**config.mk**
```make
export PLATFORM = sky130hd
export DESIGN_NAME = rx_multi_vote_sampler
export DESIGN_NICKNAME = d
export VERILOG_FILES = /design/src/rtl/uart_rx_pkg.sv /design/src/rtl/rx_majority_vote.sv /design/src/rtl/rx_multi_vote_sampler.sv
export SDC_FILE = /design/constraint.sdc
export NUM_CORES = 1
export LEC_CHECK = 0
export BUFFER_PORTS_ARGS = -buffer_cell sky130_fd_sc_hd__buf_2
export CORE_AREA = 2 2 84 86
export CTS_CLUSTER_DIAMETER = 150
export DETAILED_ROUTE_END_ITERATION = 12
export DIE_AREA = 0 0 86 88
export PLACE_DENSITY = 0.6
export RECOVER_POWER = 25
export SYNTH_ARGS = -nofsm -noshare
export SYNTH_HDL_FRONTEND = slang
export SYNTH_HIERARCHICAL = 1
export SYNTH_SLANG_ARGS = --single-unit
```
**constraint.sdc**
```tcl
create_clock -name clk -period 3.9 [get_ports clk]
set_clock_uncertainty 0.2 [all_clocks]
set_input_delay 0.195 -clock clk [delete_from_list [all_inputs] [get_ports clk]]
set_output_delay 0.195 -clock clk [all_outputs]
set_load 0.03 [all_outputs]
```
**src/rtl/uart_rx_pkg.sv**
```systemverilog
// rtl/uart_rx_pkg.sv - shared vote-mode encodings and vote-count reduction for the UART RX sampler
//
// Contents:
//   VOTE_1/VOTE_3/VOTE_5 : vote_mode encodings (2'b11 is reserved and behaves as VOTE_3)
//   MAX_VOTES_DEF        : default largest vote count
//   eff_votes()          : vote count actually usable for a given prescale and mode
package uart_rx_pkg;

    localparam logic [1:0] VOTE_1 = 2'b00;
    localparam logic [1:0] VOTE_3 = 2'b01;
    localparam logic [1:0] VOTE_5 = 2'b10;

    localparam int MAX_VOTES_DEF = 5;

    // The window ends at the bit midpoint c = prescale>>1 and needs N-1 edges
    // before it, so N is cut to the largest odd value that still fits (<= c+1).
    function automatic logic [2:0] eff_votes(input logic [15:0] prescale,
                                             input logic [1:0]  mode);
        logic [2:0]  req;
        logic [15:0] c;
        logic [15:0] lim;
        case (mode)
            VOTE_1:  req = 3'd1;
            VOTE_5:  req = 3'd5;
            default: req = 3'd3;
        endcase
        c   = prescale >> 1;
        lim = c[0] ? c : c + 16'd1;
        if (c < 16'(req) - 16'd1)
            return lim[2:0];
        return req;
    endfunction

endpackage

```
**src/rtl/rx_majority_vote.sv**
```systemverilog
// rtl/rx_majority_vote.sv - combinational majority and unanimity over the lowest n votes
//
// Ports:
//   votes_i     : vote vector, bit 0 is the newest vote
//   n_i         : number of valid votes (odd, 1..MAX_VOTES)
//   maj_o       : 1 when at least (n+1)/2 of the valid votes are 1
//   unanimous_o : 1 when all valid votes are equal
module rx_majority_vote #(
    parameter int MAX_VOTES = 5
) (
    input  logic [MAX_VOTES-1:0] votes_i,
    input  logic [2:0]           n_i,
    output logic                 maj_o,
    output logic                 unanimous_o
);

    logic [2:0] pop;
    logic       all_ones;
    logic       all_zeros;

    always_comb begin
        pop       = 3'd0;
        all_ones  = 1'b1;
        all_zeros = 1'b1;
        for (int i = 0; i < MAX_VOTES; i++) begin
            if (3'(i) < n_i) begin
                pop       = pop + 3'(votes_i[i]);
                all_ones  = all_ones & votes_i[i];
                all_zeros = all_zeros & ~votes_i[i];
            end
        end
        // Threshold computed at 4 bits so n=7 does not wrap.
        maj_o       = ({1'b0, pop} >= (({1'b0, n_i} + 4'd1) >> 1));
        unanimous_o = all_ones | all_zeros;
    end

endmodule

```
**src/rtl/rx_multi_vote_sampler.sv**
```systemverilog
// rtl/rx_multi_vote_sampler.sv - majority-voted UART RX bit sampler centred on the bit midpoint
//
// Ports:
//   clk, rst     : clock, asynchronous active-high reset
//   rx_in        : synchronised serial input
//   samp_en      : sampling enable from the RX FSM
//   prescale     : edges per bit
//   edge_cnt     : edge position within the current bit
//   vote_mode    : 00=1, 01=3, 10=5 votes, 11 behaves as 01
//   sampled_bit  : majority-voted bit (registered)
//   sample_valid : one-cycle strobe with each new decision
//   noise_flag   : last decision had disagreeing or missing votes
module rx_multi_vote_sampler
    import uart_rx_pkg::*;
#(
    parameter int PRESCALE_W = 6,
    parameter int CNT_W      = 6,
    parameter int MAX_VOTES  = MAX_VOTES_DEF
) (
    input  logic                  clk,
    input  logic                  rst,
    input  logic                  rx_in,
    input  logic                  samp_en,
    input  logic [PRESCALE_W-1:0] prescale,
    input  logic [CNT_W-1:0]      edge_cnt,
    input  logic [1:0]            vote_mode,
    output logic                  sampled_bit,
    output logic                  sample_valid,
    output logic                  noise_flag
);

    localparam int VD = (MAX_VOTES > 1) ? MAX_VOTES - 1 : 1;
    localparam int SW = CNT_W + 1;

    logic [PRESCALE_W-1:0] shadow_pres_q, shadow_pres_d;
    logic [2:0]            shadow_n_q, shadow_n_d;
    logic [VD-1:0]         vote_q, vote_d;
    logic [2:0]            cnt_q, cnt_d;
    logic                  bit_q, bit_d;
    logic                  valid_q, valid_d;
    logic                  noise_q, noise_d;

    logic                  load;
    logic [2:0]            n_req, n_load, n_cur;
    logic [PRESCALE_W-1:0] pres_cur;
    logic signed [SW-1:0]  c_s, lo_s, e_s;
    logic                  in_range, at_dec, capture;
    logic                  maj, unanimous;

    // The first edge of a bit uses the incoming prescale/mode directly, so a
    // window that starts at edge 0 (small prescale) already sees the new bit.
    assign load     = samp_en && (edge_cnt == '0);
    assign n_req    = eff_votes(16'(prescale), vote_mode);
    assign n_load   = (n_req > 3'(MAX_VOTES)) ? 3'(MAX_VOTES) : n_req;
    assign n_cur    = load ? n_load : shadow_n_q;
    assign pres_cur = load ? prescale : shadow_pres_q;

    assign c_s      = signed'(SW'(pres_cur >> 1));
    assign lo_s     = c_s - signed'(SW'(n_cur)) + signed'(SW'(1));
    assign e_s      = signed'({1'b0, edge_cnt});
    assign in_range = (edge_cnt < CNT_W'(pres_cur));
    assign at_dec   = in_range && (e_s == c_s);
    assign capture  = in_range && (e_s >= lo_s) && (e_s < c_s);

    rx_majority_vote #(.MAX_VOTES(MAX_VOTES)) u_vote (
        .votes_i     (MAX_VOTES'({vote_q, rx_in})),
        .n_i         (n_cur),
        .maj_o       (maj),
        .unanimous_o (unanimous)
    );

    always_comb begin
        shadow_pres_d = shadow_pres_q;
        shadow_n_d    = shadow_n_q;
        vote_d        = vote_q;
        cnt_d         = cnt_q;
        bit_d         = bit_q;
        valid_d       = 1'b0;
        noise_d       = noise_q;
        if (!samp_en) begin
            vote_d  = '1;
            cnt_d   = 3'd0;
            bit_d   = 1'b1;
            noise_d = 1'b0;
        end else begin
            if (load) begin
                shadow_pres_d = prescale;
                shadow_n_d    = n_load;
            end
            if (at_dec) begin
                // Uncaptured votes stay at idle 1s; a short window is always noisy.
                bit_d   = maj;
                noise_d = !unanimous || (cnt_q != n_cur - 3'd1);
                valid_d = 1'b1;
                vote_d  = '1;
                cnt_d   = 3'd0;
            end else if (capture) begin
                vote_d = (vote_q << 1) | VD'(rx_in);
                if (cnt_q != 3'd7)
                    cnt_d = cnt_q + 3'd1;
            end
        end
    end

    always_ff @(posedge clk or posedge rst) begin
        if (rst) begin
            shadow_pres_q <= '0;
            shadow_n_q    <= 3'd1;
            vote_q        <= '1;
            cnt_q         <= 3'd0;
            bit_q         <= 1'b1;
            valid_q       <= 1'b0;
            noise_q       <= 1'b0;
        end else begin
            shadow_pres_q <= shadow_pres_d;
            shadow_n_q    <= shadow_n_d;
            vote_q        <= vote_d;
            cnt_q         <= cnt_d;
            bit_q         <= bit_d;
            valid_q       <= valid_d;
            noise_q       <= noise_d;
        end
    end

    assign sampled_bit  = bit_q;
    assign sample_valid = valid_q;
    assign noise_flag   = noise_q;

endmodule

```
Word level (Yosys, flattened, before mapping)
Index checks and enable logic that the tools add are counted.

word-level totals
  bits in latches = 0
  memory bits (writable) = 0
  output and inout port bits = 3
  register bits = 19
  logic and storage cells = 96
  memory bits (read-only) = 0
  input port bits = 18
  memories kept = 0

operators by class
  div/mod/pow operators = 0
  bitwise gates (word level) = 15
  $mul = 0
  $lt $le $gt $ge = 11
  mux-type cells = 36
  shift-type cells = 0
  reductions and logical operators = 9
  equal/unequal tests = 7
  add/sub/neg operators = 11

operators by type and width
  kind                                                    number
  two-way mux 3 bit                                       13
  two-way mux 1 bit                                       18
  < comparator 5 x 16 -> 1 bit                            1
  adder 3 x 1 -> 3 bit                                    4
  two-way mux 4 bit                                       3
  AND 1 bit                                               8
  adder 6 x 2 -> 7 bit (second input constant)            1
  >= comparator 7 bit                                     1
  adder 3 x 1 -> 3 bit (second input constant)            2
  == test 6 bit                                           1
  logical NOT 6 bit                                       1
  < comparator 1 x 3 -> 1 bit (first input constant)      2
  < comparator 2 x 3 -> 1 bit (first input constant)      2
  < comparator 6 x 5 -> 1 bit                             1
  < comparator 6 bit                                      1
  two-way mux 6 bit                                       1
  inequality test 3 x 1 -> 1 bit (second input constant)  2
  one-hot mux 3 bit (2 select lines)                      1
  subtractor 5 x 3 -> 6 bit                               1
  inverter 1 bit                                          5
  adder 3 x 1 -> 4 bit (second input constant)            1
  logical AND 1 bit                                       4
  OR 4 x 1 -> 4 bit                                       1
  subtractor 3 x 1 -> 4 bit (second input constant)       1
  other kinds (13)                                        13

Depth between registers and ports, before layout
  depth after elaboration = 24
  mapped depth = 29
  gate-level depth less buffers = 26

Cells and area by module
The synthesis kept the hierarchy.

modules (own cells, without submodules)
  module                 seq. area each (um^2)  area an instance (um^2)  instances  cells an instance
  rx_multi_vote_sampler  483.0                  1,783.0                  1          195
  rx_majority_vote       0.0                    485.5                    1          68

Least setup slack after synthesis
No wires, ideal clock.

  path kind = in2reg
  from = input vote_mode[0]
  to = register bit_q (netlist: sampled_bit)
  path slack = -1.453 ns
  stages = 24
  setup time = 0.078 ns
  buffers on the path = 2
  data required time = 3.622 ns
  arrival time = 5.075 ns
  cell sequence = nand2b_1 > clkbuf_1 > ha_1 > a2111oi_4 > mux2i_1 > o21ai_0 > buf_4 > o31ai_1 > ha_1 > o21ai_0 > nand2_1 > ha_1 > mux2_4 > a221oi_2 > a21oi_1 > ha_1 > o21ai_0 > a31o_1 > ha_1 > nand2b_1 > a21o_1 > a21o_1 > mux2i_1 > nand2_1

on the way
  cells in the longest elaborated chain, start to end = 22

RTL lines
  item                                                       line                          RTL
  start: declaration                                         rx_multi_vote_sampler.sv:26   input logic [1:0] vote_mode,
  == test 2 bit / logical NOT 2 bit (equally long branches)  uart_rx_pkg.sv:22             case (mode)
  one-hot mux 3 bit (2 select lines) (*)                     uart_rx_pkg.sv:22
  subtractor 3 x 1 -> 4 bit                                  uart_rx_pkg.sv:29             if (c < 16'(req) - 16'd1)
  < comparator 5 x 16 -> 1 bit                               uart_rx_pkg.sv:29
  two-way mux 1 bit                                          uart_rx_pkg.sv:29
  two-way mux 3 bit (*)                                      uart_rx_pkg.sv:31             return req;
  > comparator 3 bit                                         rx_multi_vote_sampler.sv:54   assign n_load = (n_req > 3'(MAX_VOTES)) ? 3'(MAX_VOTES) : n_req;
  two-way mux 3 bit (*)                                      rx_multi_vote_sampler.sv:54
  (+1 left out)                                              --
  via n_cur[1]                                               rx_multi_vote_sampler.sv:44   logic [2:0] n_req, n_load, n_cur;
  (+6 left out)                                              --
  adder 3 x 1 -> 3 bit                                       rx_majority_vote.sv:27        pop = pop + 3'(votes_i[i]);
  two-way mux 3 bit                                          rx_majority_vote.sv:26        if (3'(i) < n_i) begin
  adder 3 x 1 -> 3 bit                                       rx_majority_vote.sv:27
  two-way mux 3 bit                                          rx_majority_vote.sv:26
  >= comparator 3 bit (*)                                    rx_majority_vote.sv:33        maj_o = ({1'b0, pop} >= (({1'b0, n_i} + 4'd1) >> 1));
  via maj                                                    rx_multi_vote_sampler.sv:48   logic maj, unanimous;
  two-way mux 1 bit (*)                                      rx_multi_vote_sampler.sv:90   if (at_dec) begin
  two-way mux 1 bit (*)                                      rx_multi_vote_sampler.sv:80   if (!samp_en) begin
  end signal: assignment                                     rx_multi_vote_sampler.sv:119  bit_q <= bit_d;
  end: declaration                                           rx_multi_vote_sampler.sv:39   logic bit_q, bit_d;

Mark *: on every way through the listed nets, which the timed path passes. The rest lies on a longest branch. The select of a mux whose other input is x is not followed.
A chain may end at the register's enable or synchronous reset.

Final worst setup path
Ends and elaborated chain as after synthesis.

==> results.toml <==
[setup_path]
slowest_stage = "a2111oi_4"
critPathLaunch = "vote_mode[0]"
critical_path_class = "in -> reg"
ff2ff_path_depth = 19
crit_end = "sampled_bit"
r2r_slack_ns = 0.08
endpoint_kind = "flip-flop"
arrival_ns = 4.49
timing.rr.end = "sampled_bit"
cp-start-kind = "input pin"
path_common_cell = "ha_4"
rr_startpoint = "shadow_n_q[0]"
cp_max_fo = 2
critPathRequiredTime_ns = 3.89
slowest_delay_ns = 0.41
path_cells = "buf_6 > nand2b_4 > ha_4 > a2111oi_4 > mux2i_2 > o21ai_2 > o31ai_2 > ha_1 > o21ai_1 > nand2_1 > ha_4 > mux2_4 > a221oi_4 > a21oi_2 > ha_4 > o21ai_2 > a31o_1 > ha_1 > nand2b_4 > a21o_1 > a21o_1 > mux2i_1 > nand2_1"

[clock_tree]
cts.path.max_buffers = 2
cts_buffers = 3
cts_root_buf = "clkbuf_8"
ctsHtreeMaxLevel = 1
clk_latency_ns = 0.25
path_clk_slew_ns = 0.07
cts.sinks = 19
cts_tree = "done"

[power_and_ir_drop]
powerDensity_mw_per_mm2 = 359
ir_worst_vdd_mv = 0.172
p_leak_nw = 1.62

[placed_design]
dp_cells = 415
dp_hpwl_mm = 4.48
placed_cell_area_mm2 = 0.00294
place.gp.congestion = 0.802
io_buffer_count = 20

[global_route]
grt_pass1_vias = 2190
grt_start_max_net_pins = 21
antenna_found_initial = 0
grt_pass1_wl_mm = 9.96
grt_remaining_overflow = 0
grt_use_total_pct = 16.3

[synth]
ys_async_sr_fraction_pct = 100
ys_types = 62
synth-seq-cells = 19
netlist_area_mm2 = 0.00227
synth_edf_count = 0
yosys.area.top_type = "ha_1"
yosys-top-cells-count = "ha_1, nand2_1, inv_1"
synthCells = 263
synthFlopType = "dfrtp_1"
synth_nets = 316
synth.top_cell.area_share_pct = 18.8
ys_seq_area_share_pct = 21.3
synthTopCellsByArea = "ha_1, dfrtp_1, dfstp_2"
syn_avg_cell_area_um2 = 8.63
ys_warn_count = 6
yosysMostFrequentCell = "ha_1"

[floorplan]
die_h_um = 88
die_x_um = 86
io_pins = 21
fp.dieArea_mm2 = 0.00757
start_util_pct = 34.1
core_area_mm2 = 0.00664
rows = 30

[route]
drt_first_pass_iters = 5
first_iter_violations = 60
totalWireLength_mm = 6.17
antenna_left = 0
drc = 0
via_count = 2259
wire_per_inst_um = 14.1
vias_per_cell = 5.16

[sta]
maxSlewViolCount = 0
worst_pin_slew_ns = 0.777
finalCritPeriodShare_pct = 115
setup_viol = 8
hold_violations = 0
setup_ws_ns = -0.596
fmax_ghz = 0.222
rsz0062_at_grt = "true"
min_period_ns = 4.50
slew_headroom_pct = 48.1

[cells_and_area]
design_area_mm2 = 0.00343
areaGrowthSynthToFinish_pct = 51.1
nFillCells = 629
ff_latch_area_um2 = 483
nets = 412
instances_no_fill = 438
multi_input_area_mm2 = 0.00199
n_antenna_cell = 0
drive_above_1_share_pct = 47.8

[hold_path]
hp-class = "in -> reg"

[run]
max_cap_violations = 0

[status]
status = "complete, but fails checks"
violations = "setup timing"
## layout by cell type (no fill, tap or decap), types with 8 or more instances in the layout
cell type,n
buf_4,67
nand2_1,26
ha_1,23
inv_1,18
buf_2,17
nor2_1,16
dfrtp_1,13
ha_4,9
buf_6,8
## kinds of logic (layout without fill, tap and decap cells)
family                     after synthesis  in the layout  synth area share, %
DFF                                     19             19                 21.3
and+or+nand+nor                         80             80                 17.5
muxes                                   11             11                 5.79
adders and majority gates               37             37                 20.5
AOI/OAI and AO/OA                       71             71                 23.4
xor gates and xnor gates                15             15                 5.79
buffers and inverters                   30            125                 5.63
## metrics by stage
step | setup WS [ns] | power, W | hold slack (ns) | util [%] | TNS, ns
floorplan | -0.974 | 0.000643 | -0.0583 | - | -3.53
CTS | -0.538 | 0.00113 | 0.00201 | 49.0 | -1.56
global route | -0.821 | 0.00133 | 0.0362 | 51.6 | -3.64
global placement | -0.891 | 0.000838 | 0.178 | 44.3 | -5.47
detailed placement | -0.959 | 0.000854 | 0.176 | 44.3 | -5.94
finish | -0.596 | 0.00123 | 0.00180 | 51.6 | -2.25
## worst min path at each step
stage | to | slack (ns) | depth (start not counted) | start
after floorplan | cnt_q[0] | -0.06 | 1 | rst
after global placement | shadow_n_q[2] | 0.18 | 2 | rst
after detailed placement | shadow_n_q[2] | 0.18 | 2 | rst
after CTS | shadow_pres_q[0] | 0.002 | 3 | prescale[0]
after global routing | shadow_pres_q[0] | 0.04 | 3 | prescale[0]
final | shadow_pres_q[0] | 0.002 | 3 | prescale[0]
## flip-flops by register name (all words and copies together), names as in the netlist
name           flops
cnt_q              3
noise_flag         1
sample_valid       1
sampled_bit        1
shadow_n_q         3
shadow_pres_q      6
vote_q             4
## where the power goes
group | leakage [nW] | internal [W] | switching [W]
logic | 1.36 | 0.000464 | 0.000399
registers | 0.237 | 0.000214 | 0.0000109
clock network | 0.0255 | 0.0000710 | 0.0000692
total | 1.62 | 0.000750 | 0.000480
## final cells by class
cell class,instances,area share (%)
Clock buffer,3,1.20
Tap cell,80,2.92
Sequential cell,19,14.1
Inverter,23,2.59
Timing Repair Buffer,98,21.0
Clock inverter,1,0.146
Multi-Input combinational cell,214,58.1
## timing repair
action | CTS | global route
hold buffers | 3 | 0
gates resized for setup | 31 | 26
setup buffers | 11 | 6
pin swaps | 28 | 35
setup endpoints to repair | 8 | 8
hold endpoints to repair | 15 | 0
cloned | 0 | 0
## per-layer routing
layer  track usage (%)  up-vias  routed length (um)
li1                  -     1144                   -
met2              28.6       39                3040
met3              1.41       10                 150
met4              4.33        0                 121
met5                 0        -                   0
met1              21.5     1066                2860
## worst max-delay path, delay by kind of cell
kind | cells | cell delay [ns]
AND/OR/NAND/NOR | 4 | 0.43
AO/OA/AOI/OAI | 10 | 1.80
multiplexers | 3 | 0.70
adder cells (fa/ha/maj) | 5 | 1.27
buffers and inverters | 1 | 0.09
Power figures use the tool's default switching activity.
